[src/rtl/intr_pkg.sv]
// Shared types and defaults for the interrupt arbiter slice.
package intr_pkg;

  localparam int N_SRC_DEF = 4;

  typedef enum logic [1:0] {
    IDLE    = 2'd0,
    REQ     = 2'd1,
    SERVICE = 2'd2
  } intr_state_t;

endpackage

[src/rtl/intr_edge_det.sv]
// Rising-edge detector for a bank of synchronous lines. History resets to ones
// so that lines already high when reset is released do not register as edges.
module intr_edge_det #(
  parameter int W = 4
) (
  input  logic         clk,
  input  logic         clr_n,
  input  logic [W-1:0] sig,
  output logic [W-1:0] rise
);

  logic [W-1:0] hist_r;

  // Previous-cycle copy of the input lines.
  always_ff @(posedge clk or negedge clr_n) begin
    if (!clr_n) begin
      hist_r <= {W{1'b1}};
    end else begin
      hist_r <= sig;
    end
  end

  assign rise = sig & ~hist_r;

endmodule

[src/rtl/intr_arbiter.sv]
// Interrupt arbiter: captures rising edges into pending requests, masks them,
// and runs the request/acknowledge/return handshake with the CPU.
module intr_arbiter
  import intr_pkg::*;
#(
  parameter int N_SRC = N_SRC_DEF,
  parameter int ID_W  = $clog2(N_SRC)
) (
  input  logic             clk,
  input  logic             clr_n,
  input  logic [N_SRC-1:0] irq,
  input  logic             mask_ld,
  input  logic [N_SRC-1:0] mask_in,
  input  logic             int_en,
  input  logic             int_ack,
  input  logic             int_ret,
  output logic             int_req,
  output logic [ID_W-1:0]  int_id,
  output logic [N_SRC-1:0] pending,
  output logic [N_SRC-1:0] mask
);

  intr_state_t      state_r;
  logic [N_SRC-1:0] pending_r;
  logic [N_SRC-1:0] mask_r;
  logic [ID_W-1:0]  int_id_r;
  logic             int_req_r;

  logic [N_SRC-1:0] rise_s;
  logic [N_SRC-1:0] cand_s;
  logic [N_SRC-1:0] ack_clr_s;
  logic [ID_W-1:0]  sel_s;

  intr_edge_det #(.W(N_SRC)) u_edge (
    .clk   (clk),
    .clr_n (clr_n),
    .sig   (irq),
    .rise  (rise_s)
  );

  assign cand_s = pending_r & mask_r;

  // Lowest-index candidate wins; scanning downward lets the lowest hit overwrite.
  always_comb begin
    sel_s = {ID_W{1'b0}};
    for (int i = N_SRC - 1; i >= 0; i--) begin
      sel_s = cand_s[i] ? ID_W'(i) : sel_s;
    end
  end

  // Bit to clear when the CPU acknowledges the current request.
  always_comb begin
    ack_clr_s = {N_SRC{1'b0}};
    if ((state_r == REQ) && int_ack) begin
      ack_clr_s = {{(N_SRC-1){1'b0}}, 1'b1} << int_id_r;
    end else begin
      ack_clr_s = {N_SRC{1'b0}};
    end
  end

  // Pending and mask registers; a new edge overrides a same-cycle acknowledge clear.
  always_ff @(posedge clk or negedge clr_n) begin
    if (!clr_n) begin
      pending_r <= {N_SRC{1'b0}};
      mask_r    <= {N_SRC{1'b0}};
    end else begin
      pending_r <= (pending_r & ~ack_clr_s) | rise_s;
      if (mask_ld) begin
        mask_r <= mask_in;
      end
    end
  end

  // Handshake FSM with registered request and latched source ID.
  always_ff @(posedge clk or negedge clr_n) begin
    if (!clr_n) begin
      state_r   <= IDLE;
      int_id_r  <= {ID_W{1'b0}};
      int_req_r <= 1'b0;
    end else begin
      case (state_r)
        IDLE: begin
          if (int_en && (cand_s != {N_SRC{1'b0}})) begin
            state_r   <= REQ;
            int_id_r  <= sel_s;
            int_req_r <= 1'b1;
          end
        end
        REQ: begin
          if (int_ack) begin
            state_r   <= SERVICE;
            int_req_r <= 1'b0;
          end else if (!int_en || !mask_r[int_id_r]) begin
            state_r   <= IDLE;
            int_req_r <= 1'b0;
          end
        end
        SERVICE: begin
          int_req_r <= 1'b0;
          if (int_ret) begin
            state_r <= IDLE;
          end
        end
        default: begin
          state_r   <= IDLE;
          int_req_r <= 1'b0;
        end
      endcase
    end
  end

  assign int_req = int_req_r;
  assign int_id  = int_id_r;
  assign pending = pending_r;
  assign mask    = mask_r;

endmodule

[config.mk]
export PLATFORM = sky130hd
export DESIGN_NAME = intr_arbiter
export DESIGN_NICKNAME = d
export VERILOG_FILES = /design/src/rtl/intr_pkg.sv /design/src/rtl/intr_edge_det.sv /design/src/rtl/intr_arbiter.sv
export SDC_FILE = /design/constraint.sdc
export NUM_CORES = 1
export LEC_CHECK = 0
export CORE_MARGIN = 5
export CORE_UTILIZATION = 30
export CTS_BUF_LIST = sky130_fd_sc_hd__clkbuf_8
export DETAILED_ROUTE_END_ITERATION = 16
export DONT_BUFFER_PORTS = 1
export GPL_TIMING_DRIVEN = 0
export PLACE_DENSITY = 0.42
export SYNTH_ARGS = -nofsm -noshare
export SYNTH_HDL_FRONTEND = slang
export SYNTH_HIERARCHICAL = 1
export SYNTH_SLANG_ARGS = --single-unit
[constraint.sdc]
create_clock -name clk -period 1.77 [get_ports clk]
set_input_delay 0.177 -clock clk [delete_from_list [all_inputs] [get_ports clk]]
set_output_delay 0.177 -clock clk [all_outputs]
set_load 0.03 [all_outputs]
==> results of run 1 <==
critical path: cells and delay by family (launching register included):
| kind | cells | cell delay, ps |
|---|---|---|
| flip-flops | 1 | 530 |
| AO/OA/AOI/OAI | 2 | 610 |
| multiplexers | 1 | 380 |
sequential cells by signal, summed over array words and instances, names as in the netlist:
| signal | count |
|---|---|
| mask | 4 |
| pending | 4 |
| u_edge/hist_r | 4 |
| int_id | 2 |
| state_r | 2 |
| int_req | 1 |
area by class of cell:
| class | instances | share of cell area (%) |
|---|---|---|
| tap | 30 | 4.29 |
| multi-input combinational | 37 | 34.1 |
| timing repair buffer | 5 | 5.71 |
| inverter | 3 | 1.29 |
| clock inverter | 1 | 0.571 |
| sequential | 17 | 49.3 |
| clock buffer | 3 | 4.71 |
power groups by stage:
stage	Clock (mW)	Sequential [mW]	Combinational [mW]
2_1_floorplan	0	0.713	0.185
3_3_place_gp	0	0.752	0.215
3_5_place_dp	0	0.754	0.217
4_1_cts	0.299	0.746	0.236
5_1_grt	0.320	0.768	0.264
6_report	0.286	0.743	0.230
final timing paths:
check                                            start                      to  slack, ps  cells after the start
worst min register to register  state_r[1]$_DFFE_PN0P_  state_r[1]$_DFFE_PN0P_        550                      2
worst max register to register     mask[1]$_DFFE_PN0P_   int_id[0]$_DFFE_PN0P_        140                      3
max in group asynchronous                        clr_n   int_id[1]$_DFFE_PN0P_        820                      1
worst min-delay path                        mask_in[2]     mask[2]$_DFFE_PN0P_         70                      1
min in group asynchronous                        clr_n     mask[2]$_DFFE_PN0P_        430                      1
worst max-delay path               mask[1]$_DFFE_PN0P_   int_id[0]$_DFFE_PN0P_        140                      3
cells in the final DEF (no fill, tap or decap):
cell type	netlist	routed
o21ai_0	2	2
dlygate4sd3_1	0	5
clkinv_2	0	1
dfstp_2	4	4
dfrtp_2	0	1
nor2_1	1	1
nand2_1	6	6
a21oi_1	3	3
nor3b_1	1	1
clkbuf_8	0	3
inv_1	3	3
a211o_1	1	1
nand3b_1	2	2
mux2_2	5	5
a32oi_1	1	1
o31ai_1	4	4
a22o_1	1	1
mux4_1	1	1
dfrtp_1	13	12
nand2b_1	5	5
nor2b_4	4	4
kinds of logic after synthesis:
logic type             after synthesis  synth area share, %
buffers and inverters                3                 1.52
flip-flops                          17                 58.1
AND/OR/NAND/NOR                     19                 18.2
AO/OA/AOI/OAI                       12                 11.0
multiplexers                         6                 11.1
routing by layer:
| layer | wire length [µm] | GRT usage (%) | up-vias |
|---|---|---|---|
| met5 | 0 | 0 | - |
| met4 | 0 | 1.90 | 0 |
| met3 | 155 | 5.40 | 0 |
| met2 | 676 | 14.8 | 20 |
| met1 | 610 | 11.7 | 235 |
| li1 | - | - | 221 |
what timing repair did:
item	CTS	global route
hold buffers	5	0
resized for setup	0	1
hold endpoints to repair	21	0
endpoints found under the setup margin	0	1
==> impl_metrics.tcl, run 1 <==
set metrics [dict create \
    status "finished, final reports clean" \
    startpoint_type "register" \
    place.gp.congestion 0.702 \
    clock_latency_ps 250 \
    hold_class "in2reg" \
    fillers 240 \
    place_ws_ps 82.6 \
    remaining_drc_errors 0 \
    core_um2 2410 \
    synth_common_cells "13 x dfrtp_1, 6 x nand2_1, 5 x mux2_2, 5 x nand2b_1" \
    comb_power_share_pct 18.3 \
    pwr-share-clk_pct 22.7 \
    gr-total-overflow 0 \
    layout.cells.non_filler 96 \
    first_global_vias 529 \
    synthCells 57 \
    synth_area_leader_cell "dfrtp_1" \
    synth_ff_type "dfrtp_1" \
    synthTopCellsByArea "dfrtp_1 44%, dfstp_2 14%, mux2_2 7.6%, nor2b_4 7.4%, nand2b_1 4.2%" \
    critPathCaptureType "register" \
    layout-drive-gt1-share_pct 27.3 \
    p_sw_mw 0.494 \
    synthDistinctLibCells 17 \
    fin_worst_skew_ps 5.80 \
    drv_cap 0 \
    cts.path.max_buffers 2 \
    synth_area_um2 741 \
    arrival_ps 1760 \
    p_leak_nw 0.366 \
    required_ps 1900 \
    post_cts_buffers 0 \
    cp_slowest_cell "dfrtp_1" \
    finalMaxSlewViolations 0 \
    max_stage_delay_ps 530 \
    worst_pin_slew_ps 746 \
    worst-path-max-fanout 5 \
    hpwl_mm 1.11 \
    postPlaceCellArea_um2 778 \
    first_iter_violations 15 \
    holdWs_ps 72.3 \
    numPortBuffers 0 \
    period_share_pct 92.0 \
    grt_max_degree 18 \
    grt_pass1_wl_mm 2.50 \
    num-nets-final 81 \
    die-area_um2 3560 \
    p_total_mw 1.26 \
    num_antenna_cells 0 \
    firstDrtPassIters 2 \
    yosysWarnings 6 \
    cts.clk_slew.worst_paths_ps 70 \
    postRouteAntennaNets 0 \
    vdd_ir_drop_max_uv 766 \
    grt_use_total_pct 9.58 \
    swShare_pct 39.2 \
    row_count 18 \
    final_cell_area_um2 876 \
    vias 476 \
    clock-sinks 17 \
    maxSlewHeadroom_pct 50.1 \
    async_flop_share_pct 100 \
    tritoncts "done" \
    wl_per_cell_um 15.0 \
    critPathKind "reg2reg" \
    h-tree-depth 1 \
    syn_to_final_growth_pct 18.2 \
    fp.dieH_um 59.7 \
    antenna_found_initial 0 \
    seq_area_um2 432 \
    cts_inserted_buffers 3 \
    io_pins 25 \
    finalHoldViolCount 0 \
    start_util_pct 30.7 \
    finalSetupTns_ps 0 \
    synth-seq-cells 17 \
    die_x_um 59.7 \
    utilization_pct 36.3 \
    p_int_mw 0.765 \
    cts_root_buffer "clkbuf_8" \
    path_cells "a22o_1 > o21ai_0 > mux2_2" \
    fmax_mhz 614 \
    via_per_inst 4.96 \
    synth_edf_count 0 \
    yosysSeqAreaShare_pct 58.1 \
    seq_power_share_pct 59.0 \
    setup_viol 0 \
    synth_most_common_cell "dfrtp_1" \
    rsz0062_at_grt "no" \
    drt_wl_total_mm 1.44 \
    netlist.area_leader.share_pct 43.9 \
    postSynthAreaPerCell_um2 13.0 \
    setup_slack_ps 142 \
    finalCriticalPeriod_ps 1630 \
    dpl.cell_count 87 \
    power_density_nw_per_um2 1440 \
    multi_input_area_um2 299 \
    postSynthNetCount 71 \
]
Power figures use the tool's default switching activity.
==> run 2, diff against run 1 <==
--- a/config.mk
+++ b/config.mk
@@ -11,6 +11,7 @@
 export DETAILED_ROUTE_END_ITERATION = 16
 export DONT_BUFFER_PORTS = 1
 export GPL_TIMING_DRIVEN = 0
+export HOLD_SLACK_MARGIN = 0.12
 export PLACE_DENSITY = 0.42
 export SYNTH_ARGS = -nofsm -noshare
 export SYNTH_HDL_FRONTEND = slang
==> run 2 against run 1 <==
Final area is 10% higher. Final cell count increased by 9.4%. Largest power group unchanged. Worst setup slack got worse by 1.0 ps. Worst hold slack improved by 70 ps. Non-clock buffer count increased by 9. Wire length increased by 2.8%. Sequential power about the same. Critical path depth stayed put. Global-route usage barely moved.
==> impl_metrics.tcl, run 2 (synthesis results as in run 1) <==
set metrics [dict create \
    drv_cap 0 \
    layout_commonest_cell "dlygate4sd3_1" \
    die_x_um 59.7 \
    cts.path.max_buffers 2 \
    finalSetupTns_ps 0 \
    grt_pass1_wl_mm 2.50 \
    finalMaxSlewViolations 0 \
    clock-sinks 17 \
    cts.clk_slew.worst_paths_ps 70 \
    final_cell_area_um2 966 \
    cp_slowest_cell "dfrtp_1" \
    critPathCaptureType "register" \
    vias 509 \
    max_stage_delay_ps 530 \
    first_iter_violations 18 \
    numPortBuffers 0 \
    worst_pin_slew_ps 740 \
    layout_common_cells "14 x dlygate4sd3_1, 12 x dfrtp_1, 6 x nand2_1, 5 x nand2b_1, 5 x mux2_2" \
    fmax_mhz 614 \
    tritoncts "done" \
    io_pins 25 \
    required_ps 1900 \
    fp.dieH_um 59.7 \
    post_cts_buffers 0 \
    postRouteAntennaNets 0 \
    die-area_um2 3560 \
    place.gp.congestion 0.702 \
    power_density_nw_per_um2 1320 \
    fin_worst_skew_ps 4.81 \
    crit_family "compound AO/OA/AOI/OAI gates" \
    setup_viol 0 \
    utilization_pct 40.1 \
    path_cells "a22o_1 > o21ai_0 > mux2_2" \
    critPathBufInv 0 \
    worst-path-max-fanout 5 \
    p_total_mw 1.28 \
    grt_use_total_pct 9.62 \
    h-tree-depth 1 \
    hpwl_mm 1.11 \
    firstDrtPassIters 2 \
    gr-total-overflow 0 \
    first_global_vias 533 \
    critPathKind "reg2reg" \
    remaining_drc_errors 0 \
    finalCriticalPeriod_ps 1630 \
    row_count 18 \
    num-nets-final 90 \
    p_leak_nw 0.404 \
    core_um2 2410 \
    startpoint_type "register" \
    cts_inserted_buffers 3 \
    antenna_found_initial 0 \
    cts_root_buffer "clkbuf_8" \
    arrival_ps 1760 \
    start_util_pct 30.7 \
    hold_class "in2reg" \
    rsz0062_at_grt "no" \
    holdWs_ps 142 \
    vdd_ir_drop_max_uv 780 \
    drt_wl_total_mm 1.48 \
    via_per_inst 4.85 \
    wl_per_cell_um 14.1 \
    clock_latency_ps 250 \
    syn_to_final_growth_pct 30.4 \
    num_antenna_cells 0 \
    period_share_pct 92.0 \
    maxSlewHeadroom_pct 50.5 \
    layout-drive-gt1-share_pct 24.0 \
    postPlaceCellArea_um2 778 \
    status "finished, final reports clean" \
    grt_max_degree 18 \
    finalHoldViolCount 0 \
]
-- run 2: per-layer routing --
| layer | wire (µm) | track usage (%) | up-vias |
|---|---|---|---|
| met3 | 134 | 5.18 | 0 |
| met4 | 0 | 1.90 | 0 |
| met5 | 0 | 0 | - |
| li1 | - | - | 238 |
| met2 | 723 | 15.4 | 20 |
| met1 | 624 | 11.4 | 251 |
-- run 2: repair_timing --
item	in CTS	in global routing
endpoints found under the setup margin	0	1
hold buffers	14	0
resized for setup	0	1
hold endpoints to repair	26	0
-- run 2: through the flow --
step	worst slack [ps]	std cells
floorplan	235	57
global placement	91.7	87
detailed placement	82.6	87
CTS	66.9	105
global route	55.7	105
finish	141	105
-- run 2: final cells by class --
| type | count | area [µm²] |
|---|---|---|
| clock buffers | 3 | 41.3 |
| clock inverters | 1 | 5.00 |
| fillers | 230 | 1440 |
| inverters | 3 | 11.3 |
| multi-input cells | 37 | 299 |
| flip-flops and latches | 17 | 432 |
| well taps | 30 | 37.5 |
| repair buffers | 14 | 140 |
-- run 2: power by group --
part / total (mW) / switching (mW) / internal, mW
Combinational: 0.251 / 0.107 / 0.144
Sequential: 0.744 / 0.261 / 0.483
Clock: 0.284 / 0.128 / 0.156
-- run 2: path summary, 6_finish.rpt --
kind	from	to	slack (ps)	cells after the start
max	mask[1]$_DFFE_PN0P_	int_id[0]$_DFFE_PN0P_	140	3
max in group asynchronous	clr_n	int_id[1]$_DFFE_PN0P_	820	1
min	irq[1]	pending[1]$_DFF_PN0_	140	2
max reg2reg	mask[1]$_DFFE_PN0P_	int_id[0]$_DFFE_PN0P_	140	3
min reg2reg	state_r[1]$_DFFE_PN0P_	state_r[1]$_DFFE_PN0P_	550	2
min in group asynchronous	clr_n	mask[2]$_DFFE_PN0P_	430	1
